<file path="config.mk">
export PLATFORM = sky130hd
export DESIGN_NAME = vend_controller
export DESIGN_NICKNAME = d
export VERILOG_FILES = /design/src/rtl/vend_pkg.sv /design/src/rtl/rr_arb2.sv /design/src/rtl/vend_controller.sv
export SDC_FILE = /design/constraint.sdc
export NUM_CORES = 1
export LEC_CHECK = 0
export ABC_AREA = 1
export CORE_MARGIN = 2
export CORE_UTILIZATION = 43
export DETAILED_ROUTE_END_ITERATION = 8
export PLACE_DENSITY = 0.73
export SLEW_MARGIN = 20
export SYNTH_ARGS = -nofsm -noshare
export SYNTH_HDL_FRONTEND = slang
export SYNTH_SLANG_ARGS = --single-unit
</file>
<file path="constraint.sdc">
create_clock -name Clock -period 2.5 [get_ports Clock]
set_input_delay 0.375 -clock Clock [delete_from_list [all_inputs] [get_ports Clock]]
set_output_delay 0.375 -clock Clock [all_outputs]
set_load 0.01 [all_outputs]
</file>
<file path="src/rtl/vend_pkg.sv">
// rtl/vend_pkg.sv - shared types and coin constants for the vending front-end controller
//
// Contents:
//   vend_state_t        controller state: ACCEPT, VEND, CHANGE
//   NICKEL_UNITS        credit value of a nickel, in nickel units
//   DIME_UNITS          credit value of a dime, in nickel units
//   DEFAULT_PRICE_UNITS default item price, in nickel units (15 cents)
//   coin_units()        maps a coin-type bit to its credit value

package vend_pkg;

  typedef enum logic [1:0] {
    ACCEPT = 2'd0,
    VEND   = 2'd1,
    CHANGE = 2'd2
  } vend_state_t;

  localparam int NICKEL_UNITS        = 1;
  localparam int DIME_UNITS          = 2;
  localparam int DEFAULT_PRICE_UNITS = 3;

  function automatic int coin_units(input logic dime);
    return dime ? DIME_UNITS : NICKEL_UNITS;
  endfunction

endpackage

</file>
<file path="src/rtl/rr_arb2.sv">
// rtl/rr_arb2.sv - two-requester round-robin arbiter
//
// Ports:
//   Clock   in   system clock, rising edge
//   Reset   in   synchronous, active-high; pointer returns to requester 0
//   req     in   [1:0] request per requester
//   accept  in   the current grant was taken this cycle; advances the pointer
//   grant   out  [1:0] one-hot (or zero) grant, combinational from req

module rr_arb2 (
  input  logic       Clock,
  input  logic       Reset,
  input  logic [1:0] req,
  input  logic       accept,
  output logic [1:0] grant
);

  // ptr names the requester that wins when both are asking.
  logic ptr;

  always_comb begin
    grant = 2'b00;
    if (req == 2'b11) begin
      grant = ptr ? 2'b10 : 2'b01;
    end else begin
      grant = req;
    end
  end

  // After an accepted transfer the pointer moves to the requester that did
  // not win, so a contended pair alternates. grant[0] set means requester 0
  // won, so the pointer moves to 1; otherwise requester 1 won and it moves to 0.
  always_ff @(posedge Clock) begin
    if (Reset) begin
      ptr <= 1'b0;
    end else if (accept) begin
      ptr <= grant[0];
    end
  end

endmodule

</file>
<file path="src/rtl/vend_controller.sv">
// rtl/vend_controller.sv - nickel/dime vending front-end: coin arbitration, credit, dispense and change sequencing
//
// Optional feature: define VEND_CTRL_TIMEOUT_EN to auto-refund credit after
// TIMEOUT_CYCLES idle cycles in ACCEPT. Without it credit is held indefinitely.
//
// Ports:
//   Clock       in   system clock, rising edge
//   Reset       in   synchronous, active-high
//   Slot0Valid  in   slot 0 presents a coin
//   Slot0Dime   in   slot 0 coin type (1 = dime, 0 = nickel)
//   Slot0Ready  out  slot 0 coin accepted this cycle (combinational)
//   Slot1Valid  in   slot 1 presents a coin
//   Slot1Dime   in   slot 1 coin type
//   Slot1Ready  out  slot 1 coin accepted this cycle (combinational)
//   Cancel      in   customer refund request, level
//   DispReq     out  dispense request, held until DispAck
//   DispAck     in   dispenser done, single-cycle pulse
//   ChgReq      out  eject-one-nickel request, held through CHANGE
//   ChgAck      in   one nickel ejected, single-cycle pulse
//   Credit      out  [CREDIT_W-1:0] current credit in nickel units
//   Busy        out  high whenever the controller is not in ACCEPT

module vend_controller
  import vend_pkg::*;
#(
  parameter int PRICE_UNITS    = DEFAULT_PRICE_UNITS,
  parameter int CREDIT_W       = 3,
  parameter int TIMEOUT_CYCLES = 1024
) (
  input  logic                Clock,
  input  logic                Reset,
  input  logic                Slot0Valid,
  input  logic                Slot0Dime,
  output logic                Slot0Ready,
  input  logic                Slot1Valid,
  input  logic                Slot1Dime,
  output logic                Slot1Ready,
  input  logic                Cancel,
  output logic                DispReq,
  input  logic                DispAck,
  output logic                ChgReq,
  input  logic                ChgAck,
  output logic [CREDIT_W-1:0] Credit,
  output logic                Busy
);

  localparam logic [CREDIT_W-1:0] PRICE_C = CREDIT_W'(PRICE_UNITS);
  localparam logic [CREDIT_W-1:0] ONE_C   = CREDIT_W'(1);

  vend_state_t         state;
  logic [1:0]          grant;
  logic                coin_take;
  logic                coin_dime;
  logic [CREDIT_W-1:0] credit_add;
  logic                cancel_go;
  logic                timeout_hit;

  rr_arb2 u_arb (
    .Clock  (Clock),
    .Reset  (Reset),
    .req    ({Slot1Valid, Slot0Valid}),
    .accept (coin_take),
    .grant  (grant)
  );

  // A grant only exists for a valid slot, so Ready alone marks a transfer.
  assign Slot0Ready = (state == ACCEPT) && !Cancel && grant[0];
  assign Slot1Ready = (state == ACCEPT) && !Cancel && grant[1];
  assign coin_take  = Slot0Ready || Slot1Ready;
  assign coin_dime  = Slot0Ready ? Slot0Dime : Slot1Dime;
  assign credit_add = Credit + CREDIT_W'(coin_units(coin_dime));
  assign cancel_go  = Cancel && (Credit != '0);

`ifdef VEND_CTRL_TIMEOUT_EN
  localparam int TO_W = (TIMEOUT_CYCLES > 2) ? $clog2(TIMEOUT_CYCLES) : 1;

  logic [TO_W-1:0] idle_cnt;

  assign timeout_hit = (idle_cnt == TO_W'(TIMEOUT_CYCLES - 1)) && (Credit != '0);

  // Counts idle cycles while customer credit sits in ACCEPT; any activity
  // that consumes or returns the credit restarts it.
  always_ff @(posedge Clock) begin
    if (Reset || (state != ACCEPT) || coin_take || cancel_go ||
        (Credit == '0) || timeout_hit) begin
      idle_cnt <= '0;
    end else begin
      idle_cnt <= idle_cnt + TO_W'(1);
    end
  end
`else
  // No timeout: credit is held until spent or cancelled. The comparison is
  // constant-false for any legal TIMEOUT_CYCLES.
  assign timeout_hit = (TIMEOUT_CYCLES < 0);
`endif

  always_ff @(posedge Clock) begin
    if (Reset) begin
      state   <= ACCEPT;
      Credit  <= '0;
      DispReq <= 1'b0;
      ChgReq  <= 1'b0;
      Busy    <= 1'b0;
    end else begin
      case (state)
        ACCEPT: begin
          if (coin_take) begin
            Credit <= credit_add;
            if (credit_add >= PRICE_C) begin
              state   <= VEND;
              DispReq <= 1'b1;
              Busy    <= 1'b1;
            end
          end else if (cancel_go || timeout_hit) begin
            // Full refund is paid out one nickel at a time through CHANGE.
            state  <= CHANGE;
            ChgReq <= 1'b1;
            Busy   <= 1'b1;
          end
        end

        VEND: begin
          if (DispAck) begin
            DispReq <= 1'b0;
            if (Credit > PRICE_C) begin
              Credit <= Credit - PRICE_C;
              state  <= CHANGE;
              ChgReq <= 1'b1;
            end else begin
              Credit <= '0;
              state  <= ACCEPT;
              Busy   <= 1'b0;
            end
          end
        end

        CHANGE: begin
          if (ChgAck) begin
            Credit <= Credit - ONE_C;
            if (Credit == ONE_C) begin
              state  <= ACCEPT;
              ChgReq <= 1'b0;
              Busy   <= 1'b0;
            end
          end
        end

        default: begin
          state   <= ACCEPT;
          Credit  <= '0;
          DispReq <= 1'b0;
          ChgReq  <= 1'b0;
          Busy    <= 1'b0;
        end
      endcase
    end
  end

endmodule

</file>
==> flow_summary.yaml <==
drt:
  postRouteWirelength_um: 1620
  ant_nets: 0
  drc_errors: 0
  dr_total_vias: 796
  drt-initial-drc-count: 11
  drt-vias-per-instance: 5.04
  routedWlPerCell_um: 10.3
  dr.pass1.iters: 4
synthesis:
  ys_top_cells_by_count: "nand2_1, inv_1, a21oi_1"
  synth_seq_cells: 9
  syn_area_um2: 723
  ys.flop_type: "dfxtp_1"
  yosysTopAreaCellShare_pct: 24.9
  synthArstFlopShare_pct: 0
  syn_avg_cell_area_um2: 6.23
  ys_seq_area_share_pct: 24.9
  yosysTopAreaCell: "dfxtp_1"
  synth_most_common_cell: "nand2_1"
  ys_top_cells_by_area: "dfxtp_1, nand2_1, ha_1"
  synth_cell_types: 18
  synthCells: 116
  synth_edf_count: 0
  syn_nets: 132
  synth-warning-count: 0
hold_path:
  min_path_type: "reg -> reg"
  min_from: "DispReq"
  hold_end: "DispReq"
  hold_path_depth: 2
global_routing:
  grt_pass1_wl_um: 2580
  grt_pass1_vias: 647
  grt_antenna_before_repair: 0
  grt_max_degree: 9
  grt_overflow: 0
  grtUsageTotal_pct: 17.8
cts:
  numCtsBuffers: 3
  cts-root-buf: "clkbuf_4"
  cts.path.max_buffers: 2
  h-tree-depth: 1
  clk_pin_slew_worst_paths_ns: 0.06
  cts.sink_count: 9
  cts_tree: "yes"
  clk_latency_ns: 0.26
sta:
  worst_pin_slew_ns: 0.324
  hold_viol_final: 0
  fin_crit_ns: 2.33
  fin_skew_ns: 0.00383
  fin_tns_setup_ns: 0
  grt_setup_unrepaired: "no"
  max_slew_margin_pct: 78.3
  slew_violations: 0
  max_clock_freq_ghz: 0.429
  holdWs_ns: 0.450
  fin_crit_sh_pct: 93.3
  setup_violations: 0
pwr:
  power_mw: 1.11
  ir_drop_v: 0.000524
  power_density_mw_per_mm2: 1100
  leakagePower_nw: 0.489
worst_setup_path:
  end_kind: "flip-flop"
  crit_buf_inv: 3
  cp_slowest_cell: "clkdlybuf4s50_1"
  crit_type: "in -> reg"
  slowest_delay_ns: 0.47
  worstPathRequired_ns: 2.66
  reg2reg_to: "Busy"
  path_delay_family: "simple AND/OR/NAND/NOR gates"
  path_cells: "clkdlybuf4s50_1 -> inv_1 -> a21oi_2 -> nand2_2 -> o21ai_2 -> inv_1 -> ha_1 -> fa_2 -> or2_4 -> nand2_1 -> nand2_2 -> nand2_2 -> nand2_2 -> a21oi_2 -> nor2_1"
  regToRegSetupSlack_ns: 0.29
  cpMostUsedCell: "nand2_2"
  cp_max_fo: 3
  r2r-start: "state[1]"
  startpoint_type: "primary input"
  arrival_ns: 2.49
  reg2reg_depth: 15
finish:
  syn2layout_area_growth_pct: 38.6
  final_cell_count_no_fill: 158
  diodes: 0
  fin_area_mm2: 0.00100
  nNetsFinal: 159
  layout-drive-gt1-share_pct: 22.5
flow_run:
  drv_cap: 0
placed_design:
  io_buffers: 16
  hpwl_um: 1360
  dp_cells: 154
  place_area_um2: 952
  gp_congestion: 0.818
outcome:
  outcome: "finished clean"
floorplan:
  coreArea_mm2: 0.00154
  dieArea_mm2: 0.00203
  io_pins: 17
  start_util_pct: 46.9
  die_x_um: 45.0
  fp-row-count: 14
  die_h_um: 45.0
## state kept, by name, indices dropped and copies added, names as in the netlist
name,count
Credit,3
state,2
Busy,1
ChgReq,1
DispReq,1
u_arb.ptr,1
## kinds of logic after synthesis
family	count (synthesis)	synth area share, %
adder cells (fa/ha/maj)	7	13.1
buffers and inverters	22	11.4
AND/OR/NAND/NOR	63	40.1
flip-flops	9	24.9
AO/OA/AOI/OAI	15	10.4
## metrics by stage
stage	setup slack, ns	util (%)
floorplan	0.131	-
global placement	-0.291	61.8
detailed placement	-0.316	61.8
CTS	0.0194	63.5
global route	0.00509	65.0
finish	0.167	65.0
## cell usage in the layout, fill, tap and decap left out, types with 2 or more instances in the layout
| cell type | netlist | layout |
|---|---|---|
| clkdlybuf4s50_1 | 0 | 16 |
| dfxtp_1 | 9 | 9 |
| or2_2 | 3 | 2 |
| buf_4 | 0 | 7 |
| inv_1 | 18 | 18 |
| nand2_2 | 4 | 7 |
| a21oi_2 | 0 | 2 |
| nor2_2 | 3 | 3 |
| nor2_1 | 3 | 3 |
| nand3_1 | 10 | 10 |
| ha_1 | 6 | 6 |
| inv_2 | 3 | 3 |
| a21oi_1 | 11 | 9 |
| o21ai_0 | 3 | 2 |
| clkbuf_4 | 0 | 3 |
| nand2_1 | 37 | 34 |
## routing by layer
metal	vias up	part of all wire (%)	global-route usage, %
met5	-	0	0
met4	0	1.7	8.82
met3	4	5.0	3.60
met2	19	47	28.6
met1	358	46	22.6
li1	415	-	-
## worst max path at each step
stage | from | to | slack [ns] | depth (start not counted)
6_report | Slot0Valid | Busy | 0.17 | 15
5_1_grt | Slot0Valid | Busy | 0.005 | 15
4_1_cts | Slot0Valid | Busy | 0.02 | 15
3_5_place_dp | Slot0Valid | Busy | -0.32 | 15
3_3_place_gp | Slot0Valid | Busy | -0.29 | 15
2_1_floorplan | state[1] | Busy | 0.13 | 15
## layout make-up
| class | count | area, um2 |
|---|---|---|
| clock buffer | 4 | 26.3 |
| fill | 142 | 539 |
| inverter | 21 | 78.8 |
| multi-input combinational | 85 | 484 |
| sequential | 9 | 180 |
| tap | 16 | 20.0 |
| timing repair buffer | 23 | 213 |
## worst min-delay path, stage by stage, from the launching register on
cell     delay (ns)
dfxtp_1        0.31
inv_1          0.05
a21oi_1        0.05
## power breakdown
part           total [mW]  switching, mW  internal (mW)
clock network       0.116         0.0539         0.0617
logic               0.734          0.390          0.344
registers           0.258         0.0620          0.196
total                1.11          0.506          0.601
## what timing repair did
item / CTS / global route
hold buffers: 0 / 0
buffers inserted: 0 / 0
hold endpoints to repair: 0 / 0
resized for setup: 1 / 8
pin swaps: 0 / 1
setup endpoints to repair: 2 / 4
Power figures use the tool's default switching activity.
